==> config.mk <==
export PLATFORM = sky130hd
export DESIGN_NAME = apb_master_bridge
export DESIGN_NICKNAME = d
export VERILOG_FILES = /design/src/rtl/apb_pkg.sv /design/src/rtl/apb_slave_mux.sv /design/src/rtl/apb_master_bridge.sv
export SDC_FILE = /design/constraint.sdc
export NUM_CORES = 1
export LEC_CHECK = 0
export BUFFER_PORTS_ARGS = -buffer_cell sky130_fd_sc_hd__buf_2
export CAP_MARGIN = 25
export CORE_ASPECT_RATIO = 1.1
export CORE_MARGIN = 2
export CORE_UTILIZATION = 41
export DETAILED_ROUTE_END_ITERATION = 10
export GPL_ROUTABILITY_DRIVEN = 0
export PLACE_DENSITY = 0.81
export SLEW_MARGIN = 0
export SYNTH_ARGS = -nofsm -noshare
export SYNTH_HDL_FRONTEND = slang
export SYNTH_HIERARCHICAL = 1
export SYNTH_SLANG_ARGS = --single-unit
==> constraint.sdc <==
create_clock -name PCLK -period 1.9 [get_ports PCLK]
set_input_delay 0.285 -clock PCLK [delete_from_list [all_inputs] [get_ports PCLK]]
set_output_delay 0.285 -clock PCLK [all_outputs]
set_load 0.05 [all_outputs]
==> src/rtl/apb_pkg.sv <==
// rtl/apb_pkg.sv - shared types and constants for the APB requester bridge

package apb_pkg;

    typedef enum logic [1:0] {
        IDLE   = 2'd0,
        SETUP  = 2'd1,
        ACCESS = 2'd2
    } apb_state_e;

    localparam int APB_ADDR_W = 7;
    localparam int APB_DATA_W = 8;

    // The address MSB picks the slave; the remaining bits index into it.
    function automatic int sel_bit(input int addr_w);
        return addr_w - 1;
    endfunction

    localparam int APB_SEL_BIT = sel_bit(APB_ADDR_W);

endpackage

==> src/rtl/apb_slave_mux.sv <==
// rtl/apb_slave_mux.sv - steers the selected slave's ready/data/error back to the requester

module apb_slave_mux #(
    parameter int DATA_W = 8
) (
    input  logic              sel,
    input  logic [DATA_W-1:0] prdata1,
    input  logic [DATA_W-1:0] prdata2,
    input  logic              pready1,
    input  logic              pready2,
    input  logic              pslverr1,
    input  logic              pslverr2,
    output logic [DATA_W-1:0] prdata,
    output logic              pready,
    output logic              pslverr
);

    always_comb begin
        prdata  = sel ? prdata2  : prdata1;
        pready  = sel ? pready2  : pready1;
        pslverr = sel ? pslverr2 : pslverr1;
    end

endmodule

==> src/rtl/apb_master_bridge.sv <==
// rtl/apb_master_bridge.sv - single-command APB requester for two slaves with wait-state timeout

module apb_master_bridge
    import apb_pkg::*;
#(
    parameter int ADDR_W  = APB_ADDR_W,
    parameter int DATA_W  = APB_DATA_W,
    parameter int TIMEOUT = 16
) (
    input  logic              PCLK,
    input  logic              PRESETn,
    input  logic              cmd_valid,
    output logic              cmd_ready,
    input  logic              cmd_write,
    input  logic [ADDR_W-1:0] cmd_addr,
    input  logic [DATA_W-1:0] cmd_wdata,
    output logic              rsp_valid,
    output logic [DATA_W-1:0] rsp_rdata,
    output logic              rsp_err,
    output logic              rsp_timeout,
    output logic [ADDR_W-1:0] PADDR,
    output logic              PWRITE,
    output logic [DATA_W-1:0] PWDATA,
    output logic              PENABLE,
    output logic              PSELECT1,
    output logic              PSELECT2,
    input  logic [DATA_W-1:0] PRDATA1,
    input  logic [DATA_W-1:0] PRDATA2,
    input  logic              PREADY1,
    input  logic              PREADY2,
    input  logic              PSLVER1,
    input  logic              PSLVER2
);

    localparam int SEL   = sel_bit(ADDR_W);
    localparam int CNT_W = $clog2(TIMEOUT + 1);
    localparam logic [CNT_W-1:0] CNT_LAST = CNT_W'(TIMEOUT - 1);

    apb_state_e        state_q, state_d;
    logic [CNT_W-1:0]  cnt_q, cnt_d;

    logic [ADDR_W-1:0] paddr_d;
    logic              pwrite_d;
    logic [DATA_W-1:0] pwdata_d;
    logic              penable_d, psel1_d, psel2_d;
    logic              rsp_valid_d, rsp_err_d, rsp_timeout_d;
    logic [DATA_W-1:0] rsp_rdata_d;

    logic [DATA_W-1:0] act_rdata;
    logic              act_ready, act_err;

    apb_slave_mux #(
        .DATA_W (DATA_W)
    ) u_mux (
        .sel      (PADDR[SEL]),
        .prdata1  (PRDATA1),
        .prdata2  (PRDATA2),
        .pready1  (PREADY1),
        .pready2  (PREADY2),
        .pslverr1 (PSLVER1),
        .pslverr2 (PSLVER2),
        .prdata   (act_rdata),
        .pready   (act_ready),
        .pslverr  (act_err)
    );

    assign cmd_ready = (state_q == IDLE);

    always_comb begin
        state_d       = state_q;
        cnt_d         = cnt_q;
        paddr_d       = PADDR;
        pwrite_d      = PWRITE;
        pwdata_d      = PWDATA;
        penable_d     = PENABLE;
        psel1_d       = PSELECT1;
        psel2_d       = PSELECT2;
        rsp_valid_d   = 1'b0;
        rsp_rdata_d   = rsp_rdata;
        rsp_err_d     = rsp_err;
        rsp_timeout_d = rsp_timeout;

        unique case (state_q)
            IDLE: begin
                psel1_d   = 1'b0;
                psel2_d   = 1'b0;
                penable_d = 1'b0;
                if (cmd_valid) begin
                    paddr_d  = cmd_addr;
                    pwrite_d = cmd_write;
                    pwdata_d = cmd_wdata;
                    psel1_d  = ~cmd_addr[SEL];
                    psel2_d  = cmd_addr[SEL];
                    cnt_d    = '0;
                    state_d  = SETUP;
                end
            end
            SETUP: begin
                penable_d = 1'b1;
                state_d   = ACCESS;
            end
            ACCESS: begin
                // A slave completing on the last allowed cycle beats the abort.
                if (act_ready) begin
                    rsp_valid_d   = 1'b1;
                    rsp_err_d     = act_err;
                    rsp_timeout_d = 1'b0;
                    rsp_rdata_d   = PWRITE ? '0 : act_rdata;
                    psel1_d       = 1'b0;
                    psel2_d       = 1'b0;
                    penable_d     = 1'b0;
                    state_d       = IDLE;
                end else if (cnt_q == CNT_LAST) begin
                    rsp_valid_d   = 1'b1;
                    rsp_err_d     = 1'b1;
                    rsp_timeout_d = 1'b1;
                    rsp_rdata_d   = '0;
                    psel1_d       = 1'b0;
                    psel2_d       = 1'b0;
                    penable_d     = 1'b0;
                    state_d       = IDLE;
                end else begin
                    cnt_d = cnt_q + CNT_W'(1);
                end
            end
            default: begin
                psel1_d   = 1'b0;
                psel2_d   = 1'b0;
                penable_d = 1'b0;
                state_d   = IDLE;
            end
        endcase
    end

    always_ff @(posedge PCLK) begin
        if (!PRESETn) begin
            state_q     <= IDLE;
            cnt_q       <= '0;
            PADDR       <= '0;
            PWRITE      <= 1'b0;
            PWDATA      <= '0;
            PENABLE     <= 1'b0;
            PSELECT1    <= 1'b0;
            PSELECT2    <= 1'b0;
            rsp_valid   <= 1'b0;
            rsp_rdata   <= '0;
            rsp_err     <= 1'b0;
            rsp_timeout <= 1'b0;
        end else begin
            state_q     <= state_d;
            cnt_q       <= cnt_d;
            PADDR       <= paddr_d;
            PWRITE      <= pwrite_d;
            PWDATA      <= pwdata_d;
            PENABLE     <= penable_d;
            PSELECT1    <= psel1_d;
            PSELECT2    <= psel2_d;
            rsp_valid   <= rsp_valid_d;
            rsp_rdata   <= rsp_rdata_d;
            rsp_err     <= rsp_err_d;
            rsp_timeout <= rsp_timeout_d;
        end
    end

endmodule

==> metrics.txt <==
Period Utilization, post-route 97.3%; post-synthesis instance total around 140; post-synth top area cell dfxtp_1; GRT Overall Usage 18.3%; metal3 WL 309 microns; Final HPWL DP around 2700 microns; gr ovfl total 0; Final Instance Area 2090 sq um; Synth async-reset ratio 0%; setup_tns 0 ps; Die Height 68.1 microns; status completed; WP data arrival 2030 ps; DR vias/cell 5.01; slowest CP cell or4b_4; Netlist cell types 32; Final Hold Fails 0; Max FO, Critical Path 8; Tot Pwr 1.71 mW; Post-Place Cell Area 1950 sq um; Worst slew margin 76.4%; area grow syn2layout 36.7%; total clock sinks 37; port bufs around 70; core outline area 3600 sq um; Worst-Skew Late Latency roughly 280 ps; Top Metal Used met4; synthesized area roughly 1500 sq um; Post-CTS Hold Fix Bufs 0; top cell type's share of synthesized area between 40% and 50%; reg2reg end cnt_q[0]$_SDFFE_PN0P_; initial antenna violation count 0; H-tree Lvls 2; Worst Hold Endpoint PWDATA[0]$_SDFFE_PN0P_; class of the most critical setup path reg -> reg; Util after Layout 58.1%; cell row count 23; warnings from Yosys 6; CTS tree done; FF-to-FF setup slack 50 ps; CTS Buf Count 5; ANT cells 0; most common cell in the netlist dfxtp_1; full die area 4230 sq um; delay of the slowest cell on the worst path 590 ps; fraction of layout instances using a drive strength above 1 roughly half; Routed WL approximately 3700 microns; hold depth 2; crit-path cells ha_4 -> and3_4 -> ha_4 -> or4b_4 -> and3_4 -> o21a_1; CP required 2080 ps; CTS root buffer clkbuf_8; CP endpoint kind flop; Fmax about 0.54 GHz; DR DRC count 0; Final Critical Period 1850 ps; #FFs+latches synth 37; post-synthesis sequential area ratio 48.4%; RR Startpoint cnt_q[0]$_SDFFE_PN0P_; Hold/Removal Path Class in -> reg; met1 WL 1630 microns; Met2 Wirelength about 1700 microns; CP startpoint kind flop; fin nets between 200 and 300; CTS clk-pin slew, worst paths 60 ps; Slew Limit Fails 0; number of top-level pins 70; Avg Cell Area, Syn 10.8 sq um; first-pass GRT wire length 6020 microns; Max Cap Viol 0; clock skew 1.10 ps; Final ANT Viol Nets 0; post-placement setup slack -123 ps; TritonRoute pass-1 iters 4; Clock Tree Buf Depth 2; largest cells by area after synthesis dfxtp_1 (48%), a22o_1 (10%), mux2_4 (9.8%), a21boi_0 (4.4%), o21ai_0 (2.9%); endpoints failing setup 0; initial detailed-routing violation count 50; number of synthesized flops with an enable pin 0; Synth top cells by count dfxtp_1 (37), a22o_1 (18), mux2_4 (10); via count 1332; hold_sp cmd_wdata[0]; die width 62.2 microns; largest net degree at the start of global routing 19; Leak ~0.98 nW; Power Dens Cells between 800 and 900 nW/um^2; routed len/inst 13.9 microns; syn_nets 183; Max VDD drop 0.476 mV; Worst Tran Pin Value 354 ps; Initial Util 42.5%; most common flop cell mapped by yosys dfxtp_1; R2R depth 6; Setup WS post-layout roughly 52 ps; vias in the first global route 1297
==> cell families (layout without fill, tap and decap cells) <==
kind of cell,Yosys count,count (layout),share of synthesized area (%)
compound gates,46,46,23.0
flops,37,37,48.4
simple gates,30,30,10.8
buf+inv,16,90,5.65
mux,11,11,10.5
fa+ha+maj,2,2,1.64
==> power by group <==
part           switching (mW)  leakage (nW)  internal (mW)  total, mW
Clock                   0.251        0.0443          0.287      0.538
Combinational           0.213         0.631          0.125      0.338
Sequential             0.0230         0.303          0.811      0.834
==> critical path: cells and delay by family, from the launching register on <==
| family | cells | cell delay (ps) |
|---|---|---|
| flops | 1 | 340 |
| compound gates | 1 | 160 |
| fa+ha+maj | 2 | 310 |
| simple gates | 3 | 940 |
==> what timing repair did <==
action                     in CTS  in global routing
setup endpoints to repair       7                  8
gates resized for setup         6                  7
pin swaps                       2                  4
buffers inserted                1                  0
==> cells in the final DEF (no fill, tap or decap), types with 2 or more instances in the layout <==
cell type,synthesis,final
buf_2,3,69
dfxtp_2,0,2
nand3_1,3,3
a21boi_0,9,9
ha_4,0,2
a22o_1,18,18
nor2_1,5,3
o21ai_0,9,9
inv_1,4,4
nand2_1,9,9
mux2_4,10,10
and3_4,0,3
nor2_2,0,2
o21a_1,3,3
buf_4,0,9
dfxtp_1,37,34
clkbuf_8,0,6
==> cell type report <==
type / instances / area [sq um]
clock buffers: 7 / 86.3
fillers: 329 / 1510
inverters: 4 / 15.0
multi-input cells: 89 / 754
flip-flops and latches: 37 / 747
well taps: 50 / 62.6
repair buffers: 79 / 424
==> per-stage QoR <==
| stage | cells | hold slack, ps |
|---|---|---|
| floorplan | 142 | 410 |
| global placement | 259 | 449 |
| detailed placement | 259 | 456 |
| CTS | 267 | 199 |
| global route | 266 | 193 |
| finish | 266 | 209 |
==> per-layer routing <==
metal  up-vias  track usage (%)
met5         -                0
met4         0             6.11
met3         6             7.40
met2        58             31.3
met1       611             21.4
li1        657                -
==> worst max-delay path by stage <==
| stage | endpoint | from |
|---|---|---|
| global placement | cnt_q[0]$_SDFFE_PN0P_ | cnt_q[0]$_SDFFE_PN0P_ |
| detailed placement | cnt_q[3]$_SDFFE_PN0P_ | cnt_q[0]$_SDFFE_PN0P_ |
| floorplan | cnt_q[0]$_SDFFE_PN0P_ | PADDR[6]$_SDFFE_PN0P_ |
| global route | cnt_q[3]$_SDFFE_PN0P_ | cnt_q[0]$_SDFFE_PN0P_ |
| CTS | cnt_q[0]$_SDFFE_PN0P_ | cnt_q[0]$_SDFFE_PN0P_ |
| finish | cnt_q[0]$_SDFFE_PN0P_ | cnt_q[0]$_SDFFE_PN0P_ |
==> state kept, by name, summed over array words and instances (netlist names), 2 cells and up <==
name and count:
PADDR 7, state_q 2, PWDATA 8, cnt_q 5, rsp_rdata 8
Power figures use the tool's default switching activity.
